### config.mk
export PLATFORM = sky130hd
export DESIGN_NAME = spram_access_ctrl
export DESIGN_NICKNAME = d
export VERILOG_FILES = /design/src/rtl/spram_ctrl_pkg.sv /design/src/rtl/spram_rsp_fifo.sv /design/src/rtl/spram_access_ctrl.sv
export SDC_FILE = /design/constraint.sdc
export NUM_CORES = 1
export LEC_CHECK = 0
export BUFFER_PORTS_ARGS = -buffer_cell sky130_fd_sc_hd__buf_2
export CORE_MARGIN = 2
export CORE_UTILIZATION = 48
export DETAILED_ROUTE_END_ITERATION = 16
export PLACE_DENSITY_LB_ADDON = 0.15
export RECOVER_POWER = 25
export SLEW_MARGIN = 30
export SYNTH_ARGS = -nofsm -noshare
export SYNTH_HDL_FRONTEND = slang
export SYNTH_SLANG_ARGS = --single-unit
### constraint.sdc
create_clock -name clk -period 2.3 [get_ports clk]
set_clock_uncertainty 0.15 [all_clocks]
set_input_delay 0.46 -clock clk [delete_from_list [all_inputs] [get_ports clk]]
set_output_delay 0.46 -clock clk [all_outputs]
set_load 0.05 [all_outputs]
### src/rtl/spram_ctrl_pkg.sv
// Shared definitions for the single-port RAM access controller.
//   - Grant encodings driven by the arbiter each cycle.
//   - Round-robin pointer encoding (which channel wins the next contest).
//   - Response record layout {err, data}; width helper below.
// Optional build macro used by the controller: SPRAM_CTRL_WR_PRIO_EN.
package spram_ctrl_pkg;

    localparam logic [1:0] GNT_NONE = 2'd0;
    localparam logic [1:0] GNT_WR   = 2'd1;
    localparam logic [1:0] GNT_RD   = 2'd2;

    typedef enum logic {
        RrWr = 1'b0,
        RrRd = 1'b1
    } rr_ptr_e;

    // Response record: err flag in the MSB, read data below it.
    function automatic int unsigned rsp_rec_w(input int unsigned data_w);
        return data_w + 1;
    endfunction

endpackage

### src/rtl/spram_rsp_fifo.sv
// Small synchronous FIFO buffering read responses.
// Ports:
//   clk, rst      clock and synchronous active-high reset
//   push_i/data_i write side; a push while full is only taken with a same-cycle pop
//   pop_i/data_o  read side; data_o shows the head entry
//   full_o, empty_o, count_o  occupancy status
module spram_rsp_fifo #(
    parameter int unsigned Depth = 2,
    parameter int unsigned Width = 9,
    localparam int unsigned CntW = $clog2(Depth + 1)
) (
    input  logic             clk,
    input  logic             rst,
    input  logic             push_i,
    input  logic [Width-1:0] data_i,
    input  logic             pop_i,
    output logic [Width-1:0] data_o,
    output logic             full_o,
    output logic             empty_o,
    output logic [CntW-1:0]  count_o
);

    localparam int unsigned PtrW = (Depth > 1) ? $clog2(Depth) : 1;
    localparam logic [PtrW-1:0] LastIdx = PtrW'(Depth - 1);

    logic [Width-1:0] mem_q [Depth];
    logic [PtrW-1:0]  wr_ptr_q, wr_ptr_d;
    logic [PtrW-1:0]  rd_ptr_q, rd_ptr_d;
    logic [CntW-1:0]  count_q, count_d;
    logic             do_push, do_pop;

    assign empty_o = (count_q == '0);
    assign full_o  = (count_q == CntW'(Depth));
    assign count_o = count_q;
    assign data_o  = mem_q[rd_ptr_q];

    assign do_pop  = pop_i && !empty_o;
    assign do_push = push_i && (!full_o || do_pop);

    always_comb begin
        wr_ptr_d = wr_ptr_q;
        rd_ptr_d = rd_ptr_q;
        count_d  = count_q;
        if (do_push) begin
            wr_ptr_d = (wr_ptr_q == LastIdx) ? '0 : wr_ptr_q + 1'b1;
        end
        if (do_pop) begin
            rd_ptr_d = (rd_ptr_q == LastIdx) ? '0 : rd_ptr_q + 1'b1;
        end
        if (do_push && !do_pop) begin
            count_d = count_q + 1'b1;
        end else if (!do_push && do_pop) begin
            count_d = count_q - 1'b1;
        end
    end

    always_ff @(posedge clk) begin
        if (rst) begin
            wr_ptr_q <= '0;
            rd_ptr_q <= '0;
            count_q  <= '0;
        end else begin
            wr_ptr_q <= wr_ptr_d;
            rd_ptr_q <= rd_ptr_d;
            count_q  <= count_d;
        end
    end

    // Storage needs no reset; occupancy decides what is valid.
    always_ff @(posedge clk) begin
        if (do_push) begin
            mem_q[wr_ptr_q] <= data_i;
        end
    end

endmodule

### src/rtl/spram_access_ctrl.sv
// Request front-end for a single-port RAM (registered read address, combinational q).
// Arbitrates a write and a read request channel onto the RAM pins, captures q one cycle
// after each read issue and returns it in order on a back-pressurable response channel.
// Out-of-range addresses (>= DEPTH) never write and return an error response with data 0.
// Ports:
//   clk, rst                         clock, synchronous active-high reset
//   wr_valid/wr_ready/wr_addr/wr_data write request channel
//   rd_valid/rd_ready/rd_addr        read request channel
//   rsp_valid/rsp_ready/rsp_data/rsp_err  read response channel
//   ram_data/ram_addr/ram_we/ram_q   RAM interface
// Build macro: SPRAM_CTRL_WR_PRIO_EN -> writes always win a contest (no round-robin).
module spram_access_ctrl
    import spram_ctrl_pkg::*;
#(
    parameter int unsigned ADDR_W    = 8,
    parameter int unsigned DATA_W    = 8,
    parameter int unsigned DEPTH     = 64,
    parameter int unsigned RSP_DEPTH = 2
) (
    input  logic              clk,
    input  logic              rst,
    input  logic              wr_valid,
    output logic              wr_ready,
    input  logic [ADDR_W-1:0] wr_addr,
    input  logic [DATA_W-1:0] wr_data,
    input  logic              rd_valid,
    output logic              rd_ready,
    input  logic [ADDR_W-1:0] rd_addr,
    output logic              rsp_valid,
    input  logic              rsp_ready,
    output logic [DATA_W-1:0] rsp_data,
    output logic              rsp_err,
    output logic [DATA_W-1:0] ram_data,
    output logic [ADDR_W-1:0] ram_addr,
    output logic              ram_we,
    input  logic [DATA_W-1:0] ram_q
);

    localparam int unsigned RecW = rsp_rec_w(DATA_W);
    localparam int unsigned CntW = $clog2(RSP_DEPTH + 1);
    localparam int unsigned OccW = CntW + 1;
    localparam logic [ADDR_W:0] AddrLimit = (ADDR_W + 1)'(DEPTH);

    logic [1:0]        gnt;
    logic              grant_wr, grant_rd;
    logic              elig_wr, elig_rd;
    logic              wr_oor, rd_oor;
    logic              rd_credit;
    logic [OccW-1:0]   occ;
    logic              push, pop;
    logic [RecW-1:0]   fifo_wdata, fifo_rdata;
    logic              fifo_full, fifo_empty;
    logic [CntW-1:0]   fifo_count;
    logic              inflight_q, inflight_err_q;
    logic [ADDR_W-1:0] last_rd_addr_q;

    assign wr_oor = ({1'b0, wr_addr} >= AddrLimit);
    assign rd_oor = ({1'b0, rd_addr} >= AddrLimit);

    // Outstanding = buffered + the one read whose q arrives this cycle; a same-cycle pop
    // frees a slot in time for the new read to land two cycles later.
    assign pop       = rsp_valid && rsp_ready;
    assign occ       = OccW'(fifo_count) + OccW'(inflight_q);
    assign rd_credit = (occ < OccW'(RSP_DEPTH)) || pop;

    assign elig_wr = wr_valid && !rst;
    assign elig_rd = rd_valid && rd_credit && !rst;

`ifdef SPRAM_CTRL_WR_PRIO_EN
    always_comb begin
        gnt = GNT_NONE;
        if (elig_wr) begin
            gnt = GNT_WR;
        end else if (elig_rd) begin
            gnt = GNT_RD;
        end
    end
`else
    rr_ptr_e rr_ptr_q;
    logic    contested;

    assign contested = elig_wr && elig_rd;

    always_comb begin
        gnt = GNT_NONE;
        if (contested) begin
            gnt = (rr_ptr_q == RrWr) ? GNT_WR : GNT_RD;
        end else if (elig_wr) begin
            gnt = GNT_WR;
        end else if (elig_rd) begin
            gnt = GNT_RD;
        end
    end

    // Only contested grants move the pointer, to the channel that lost.
    always_ff @(posedge clk) begin
        if (rst) begin
            rr_ptr_q <= RrWr;
        end else if (contested) begin
            rr_ptr_q <= (gnt == GNT_WR) ? RrRd : RrWr;
        end
    end
`endif

    assign grant_wr = (gnt == GNT_WR);
    assign grant_rd = (gnt == GNT_RD);
    assign wr_ready = grant_wr;
    assign rd_ready = grant_rd;

    // Idle cycles hold the last read address so the RAM output stays quiet.
    always_comb begin
        ram_we   = 1'b0;
        ram_addr = last_rd_addr_q;
        ram_data = '0;
        if (grant_wr) begin
            ram_we   = !wr_oor;
            ram_addr = wr_addr;
            ram_data = wr_data;
        end else if (grant_rd) begin
            ram_addr = rd_addr;
        end
    end

    always_ff @(posedge clk) begin
        if (rst) begin
            inflight_q     <= 1'b0;
            inflight_err_q <= 1'b0;
            last_rd_addr_q <= '0;
        end else begin
            inflight_q <= grant_rd;
            if (grant_rd) begin
                inflight_err_q <= rd_oor;
                last_rd_addr_q <= rd_addr;
            end
        end
    end

    // q is valid the cycle after the read issue; capture it then.
    assign push       = inflight_q;
    assign fifo_wdata = {inflight_err_q, (inflight_err_q ? {DATA_W{1'b0}} : ram_q)};

    spram_rsp_fifo #(
        .Depth (RSP_DEPTH),
        .Width (RecW)
    ) u_rsp_fifo (
        .clk     (clk),
        .rst     (rst),
        .push_i  (push),
        .data_i  (fifo_wdata),
        .pop_i   (pop),
        .data_o  (fifo_rdata),
        .full_o  (fifo_full),
        .empty_o (fifo_empty),
        .count_o (fifo_count)
    );

    assign rsp_valid = !fifo_empty;
    assign rsp_data  = fifo_empty ? '0 : fifo_rdata[DATA_W-1:0];
    assign rsp_err   = !fifo_empty && fifo_rdata[DATA_W];

    // Credit accounting must make a push into a full FIFO impossible without a pop.
    assert property (@(posedge clk) disable iff (rst) !(push && fifo_full && !pop));
    assert property (@(posedge clk) !(wr_ready && rd_ready));

endmodule

# Yosys cells after proc, flatten, opt, wreduce, memory -nomap -nowiden

Memories as Yosys holds them, arrays and structs flattened. A register that Yosys moved wholly into a read port is not among the register bits.
Index checks and enable logic that the tools add are counted.
W data, S select, Z words.

$add $sub $neg: 5
$lt $le $gt $ge: 3
Equality and inequality tests: 3
Reduce and logical (&&, ||, !) cells: 20
Multiplexer cells: 19

Operators with widths:

| operator              | number |
|---|---|
| $mux W8               | 5 |
| $ge A8 B7 Y1 const B  | 2 |
| $mux W2               | 6 |
| $logic_and A1 B1 Y1   | 10 |
| $mux W1               | 8 |
| $logic_not A1 Y1      | 6 |
| $eq A2 B2 Y1 const B  | 2 |
| $add A2 B1 Y3         | 1 |
| $lt A3 B2 Y1 const B  | 1 |
| $add A1 B1 Y1 const B | 2 |
| $add A2 B1 Y2 const B | 1 |
| $eq A2 B1 Y1 const B  | 1 |
| $logic_not A2 Y1      | 1 |
| $logic_or A1 B1 Y1    | 2 |
| $reduce_bool A2 Y1    | 1 |
| $sub A2 B1 Y2 const B | 1 |

Register bits: 15
Memories kept: 1
Input port bits: 37
Memory bits (writable): 18

Memories:

| name             | depth | width | rd ports | clocked after memory_dff | write ports | line                 | RTL |
|---|---|---|---|---|---|---|---|
| u_rsp_fifo.mem_q | 2     | 9     | 1        | 1                        | 1           | spram_rsp_fifo.sv:26 | `logic [Width-1:0] mem_q [Depth];` |

# Longest topological paths before layout

Depth in word-level cells: 12
Depth in mapped cells: 6
Gate-level depth less buffers: 6

# Cells and area by module

A second synthesis with hierarchy kept.

Cell total of the unflattened synthesis: 144
Area total of the unflattened synthesis: 1652.8 µm²

Modules (own cells, without submodules):

| module            | cells an instance | seq. area each (µm²) | times used | area each (µm²) |
|---|---|---|---|---|
| spram_rsp_fifo    | 53                | 640.6                | 1          | 879.6 |
| spram_access_ctrl | 91                | 220.2                | 1          | 773.2 |

# Worst setup path after synthesis

OpenSTA, ideal clock, no wires.

Path kind: input to output
From: input rst
To: output ram_addr[7]
Data arrival time: 2.291 ns
Slack: -0.601 ns
Cell stages on the path: 5
Path through: buf_6 > o21ba_2 > o31a_1 > nor2_1 > a211oi_1

Word-level cells in the longest chain between the ends: 8
Elaborated cells between the ends (all ways): 11

RTL lines:

| what                 | line                                             | RTL |
|---|---|---|
| start, declared      | spram_access_ctrl.sv:21                          | `input logic rst,` |
| $logic_not A1 Y1 (*) | spram_access_ctrl.sv:66, spram_access_ctrl.sv:67 |  |
| $logic_and A1 B1 Y1  | spram_access_ctrl.sv:67                          | `assign elig_rd = rd_valid && rd_credit && !rst;` |
| $mux W2              | spram_access_ctrl.sv:90                          | `end else if (elig_rd) begin` |
| $mux W2              | spram_access_ctrl.sv:88                          | `end else if (elig_wr) begin` |
| $mux W2 (*)          | spram_access_ctrl.sv:86                          | `if (contested) begin` |
| $eq A2 B2 Y1         | spram_access_ctrl.sv:106                         | `assign grant_rd = (gnt == GNT_RD);` |
| $mux W8              | spram_access_ctrl.sv:119                         | `end else if (grant_rd) begin` |
| $mux W8 (*)          | spram_access_ctrl.sv:115                         | `if (grant_wr) begin` |
| end, declared        | spram_access_ctrl.sv:34                          | `output logic [ADDR_W-1:0] ram_addr,` |

Every way passes the cells marked *; elsewhere a longest branch is shown, timed or not.

# Final worst setup path

From: register inflight_q
To: output ram_addr[7]

Word-level cells in the longest chain between the ends: 11
Elaborated cells between the ends (all ways): 13

RTL lines:

| what                                 | line                     | RTL |
|---|---|---|
| start, declared                      | spram_access_ctrl.sv:54  | `logic inflight_q, inflight_err_q;` |
| start signal, assigned               | spram_access_ctrl.sv:130 | `inflight_q <= grant_rd;` |
| $add A2 B1 Y3 (*)                    | spram_access_ctrl.sv:63  | `assign occ = OccW'(fifo_count) + OccW'(inflight_q);` |
| $lt A3 B2 Y1 (*)                     | spram_access_ctrl.sv:64  | `assign rd_credit = (occ < OccW'(RSP_DEPTH)) \|\| pop;` |
| $logic_or A1 B1 Y1 (*)               | spram_access_ctrl.sv:64  |  |
| $logic_and A1 B1 Y1 (*) (2 in a row) | spram_access_ctrl.sv:67  |  |
| $mux W2                              | spram_access_ctrl.sv:90  |  |
| $mux W2                              | spram_access_ctrl.sv:88  |  |
| $mux W2 (*)                          | spram_access_ctrl.sv:86  |  |
| $eq A2 B2 Y1                         | spram_access_ctrl.sv:106 |  |
| $mux W8                              | spram_access_ctrl.sv:119 |  |
| $mux W8 (*)                          | spram_access_ctrl.sv:115 |  |

Marks and branches as above.

==> results.py <==
metrics = {
    "run_status": {
        "outcome": "finished with violations",
        "failed_checks": "negative setup slack",
    },
    "placed_design": {
        "dp.final_hpwl_um": 2670,
        "port_buffers": 65,
        "dpl_cell_area_mm2": 0.002200,
        "gp_routability_congestion": 0.7937,
    },
    "min_path": {
        "timing.hold.worst.class": "in -> reg",
        "holdCritStartpoint": "rd_addr[3]",
        "holdPathStages": 3,
        "whs_endpoint": "last_rd_addr_q[3]$_SDFF_PP0_",
    },
    "cts": {
        "post_cts_hold_buffer_count": 0,
        "cts_inserted_buffers": 5,
        "cts_tree": "done",
        "clkSlewWorstSetupHoldPaths_ns": 0.11,
        "insertion_delay_ns": 0.33,
        "cts_htree_levels": 2,
        "clock_sink_count": 34,
        "clock_path_buffers": 2,
        "clock-root-buffer": "sky130_fd_sc_hd__clkbuf_4",
    },
    "logic_synthesis": {
        "ys_ff_latch": 34,
        "synthFlopType": "sky130_fd_sc_hd__edfxtp_1",
        "synth_area_leaders": "sky130_fd_sc_hd__edfxtp_1, sky130_fd_sc_hd__dfxtp_1, sky130_fd_sc_hd__mux2i_1",
        "syn_avg_cell_area_um2": 10.46,
        "mappedNetlistArea_mm2": 0.001684,
        "yosysUniqueCellTypes": 30,
        "post_synth_top_area_cell": "sky130_fd_sc_hd__edfxtp_1",
        "yosys_warnings": 0,
        "post_synth_most_frequent_cells": "sky130_fd_sc_hd__nor2_1, sky130_fd_sc_hd__edfxtp_1, sky130_fd_sc_hd__mux2i_1",
        "proportion_of_synthesized_chip_area_in_sequential_cells_pct": 51.11,
        "number_of_enable_flip_flop_cells_after_synthesis": 18,
        "post-synth-top-count-cell": "sky130_fd_sc_hd__nor2_1",
        "synthCells": 161,
        "synth_largest_type_area_fraction_pct": 32.10,
        "synthArstFlopShare_pct": 0,
        "syn-num-nets": 199,
    },
    "grt": {
        "grt.overflow.total": 0,
        "grt_use_total_pct": 20.99,
        "antenna_found_initial": 0,
        "grt_max_degree": 13,
        "first_global_vias": 1428,
        "first_pass_grt_wire_length_um": 6458,
    },
    "timing": {
        "setup_ws_ns": -0.03815,
        "grt_setup_unrepaired": "true",
        "period_minus_slack_ns": 2.338,
        "max_slew.worst_pin.slew_ns": 0.7438,
        "maxSlewViolCount": 0,
        "relative_slew_margins_pct": 50.31,
        "hold_viol": 0,
        "setup_viol_count_final": 13,
        "whs_ns": 0.2160,
        "timing.final.crit_share_pct": 101.7,
        "fmax_mhz": 427.7,
    },
    "layout": {
        "final_net_count": 278,
        "antenna-diode-count": 0,
        "seq_area_um2": 867.1,
        "multiInputGateArea_um2": 852.1,
        "drive_gt1_share_pct": 50.21,
        "areaGrowthSynthToFinish_pct": 48.74,
        "final_area_mm2": 0.002505,
        "fillerInstances": 245,
    },
    "floorplan": {
        "placeableCoreArea_mm2": 0.003363,
        "pin_count": 66,
        "start_util_pct": 50.07,
        "die_area_mm2": 0.003999,
        "dieWidth_um": 63.24,
        "die_h_um": 63.24,
        "placementRows": 21,
    },
    "setup_path": {
        "crit_path_end_kind": "output port",
        "rr_endpoint": "u_rsp_fifo.count_o[1]$_SDFFE_PP0P_",
        "crit_path_start_kind": "flop",
        "reg2regPathDepth": 6,
        "timing.setup.critical_path_class": "reg -> out",
        "crit-reg2reg-launch": "u_rsp_fifo.count_o[1]$_SDFFE_PP0P_",
        "worstPathRequired_ns": 1.69,
        "data_arrival_at_the_endpoint_of_the_critical_path_ns": 1.73,
        "setup.reg_to_reg.worst_slack_ns": 0.39,
        "cp_max_fo": 5,
    },
    "power": {
        "power.static_leakage_nw": 1.112,
        "power.density_cell_area_mw_per_mm2": 984.0,
        "ir_drop_mv": 0.5434,
    },
    "routing": {
        "via_count": 1434,
        "drtIter0Drc": 25,
        "drcViolationCount": 0,
        "via_per_inst": 4.997,
        "drt-pass1-iter-count": 4,
        "wirelength_um": 4042,
        "detail-route-antenna-nets": 0,
        "route.detailed.wl_per_inst_um": 14.08,
    },
    "run": {
        "maxCapViolCount": 0,
    },
}
[registers in the layout, summed over array words and instances (netlist names), named ones only]
signal,count
u_rsp_fifo.mem_q,18
u_rsp_fifo.count_o,2
u_rsp_fifo.rd_ptr_q,1
inflight_err_q,1
u_rsp_fifo.wr_ptr_q,1
rr_ptr_q,1
last_rd_addr_q,8
inflight_q,1
[stage by stage]
step | instances | setup TNS, ns | util, % | setup WS, ns | power, W
2_1_floorplan | 161 | -0.8392 | - | -0.1390 | 0.001588
3_3_place_gp | 276 | -0.4076 | 65.40 | -0.05790 | 0.001788
3_5_place_dp | 276 | -0.6498 | 65.40 | -0.06441 | 0.001815
4_1_cts | 287 | -0.1599 | 73.62 | -0.03366 | 0.002462
5_1_grt | 287 | -1.233 | 74.48 | -0.1103 | 0.002584
6_report | 287 | -0.1748 | 74.48 | -0.03815 | 0.002465
[kinds of logic after synthesis]
kind of cell	after synthesis	share of synthesized area, %
buf+inv	17	5.126
compound gates	27	11.81
xor+xnor	5	2.600
fa+ha+maj	1	0.7428
simple gates	60	18.50
mux	17	10.10
flops	34	51.11
[final cells by class]
class,count,area share (%)
Sequential cell,34,34.62
Inverter,10,1.499
Clock inverter,3,2.747
Tap cell,46,2.298
Clock buffer,5,1.499
Multi-Input combinational cell,110,34.02
Timing Repair Buffer,79,23.33
[metal layers]
layer,part of all wire (%),GRT usage (%),routed length [um],vias to the layer above
met3,5.7,5.179,229,11
met5,0,0,0,-
met2,51,37.37,2077,51
met4,3.2,10.33,131,0
met1,40,23.26,1603,662
li1,-,-,-,710
[cells in the final DEF, fill, tap and decap left out, drive strengths merged]
| cell | synthesis | routed |
|---|---|---|
| a211oi | 8 | 8 |
| a21o | 1 | 1 |
| a21oi | 10 | 10 |
| and2 | 9 | 9 |
| and2b | 1 | 1 |
| buf | 6 | 78 |
| bufinv | 0 | 2 |
| clkbuf | 1 | 6 |
| clkinv | 0 | 1 |
| dfxtp | 16 | 16 |
| edfxtp | 18 | 18 |
| ha | 1 | 1 |
| inv | 10 | 10 |
| mux2i | 17 | 17 |
| nand2 | 1 | 1 |
| nand2b | 1 | 1 |
| nor2 | 31 | 31 |
| nor2b | 11 | 11 |
| nor3 | 4 | 4 |
| o211ai | 1 | 1 |
| o21ai | 3 | 3 |
| o21ba | 1 | 1 |
| o221ai | 1 | 1 |
| o31a | 2 | 2 |
| or3 | 2 | 2 |
| xnor2 | 1 | 1 |
| xor2 | 4 | 4 |
[critical path, cell delays in order, from the launching register on]
cell and delay (ns):
sky130_fd_sc_hd__dfxtp_2 0.35, sky130_fd_sc_hd__a21oi_4 0.19, sky130_fd_sc_hd__or3_4 0.16, sky130_fd_sc_hd__buf_6 0.12, sky130_fd_sc_hd__a21oi_4 0.05, sky130_fd_sc_hd__buf_4 0.15, sky130_fd_sc_hd__a211oi_4 0.17, sky130_fd_sc_hd__buf_6 0.19
[worst max-delay path by stage]
stage	from	to	slack, ns	depth (start not counted)
CTS	u_rsp_fifo.count_o[0]$_SDFFE_PP0P_	ram_addr[0]	-0.03	6
detailed placement	rst	ram_we	-0.06	7
finish	inflight_q$_SDFF_PP0_	ram_addr[7]	-0.04	7
global route	inflight_q$_SDFF_PP0_	ram_addr[7]	-0.11	7
global placement	rst	ram_we	-0.06	7
floorplan	rst	ram_addr[7]	-0.14	5
[repair_timing]
item | CTS | global route
pin swaps | 1 | 6
cloned | 1 | 0
endpoints found under the setup margin | 28 | 19
buffers inserted | 2 | 0
resized for setup | 49 | 9
[report_power, final]
group	switching (W)	internal [W]	leakage, nW	total, W
combinational	0.000737	0.000384	0.758	0.00112
sequential	0.0000703	0.000721	0.298	0.000791
clock	0.000213	0.000340	0.0554	0.000553
total	0.00102	0.00144	1.11	0.00246
(Power assumes the default switching activity.)
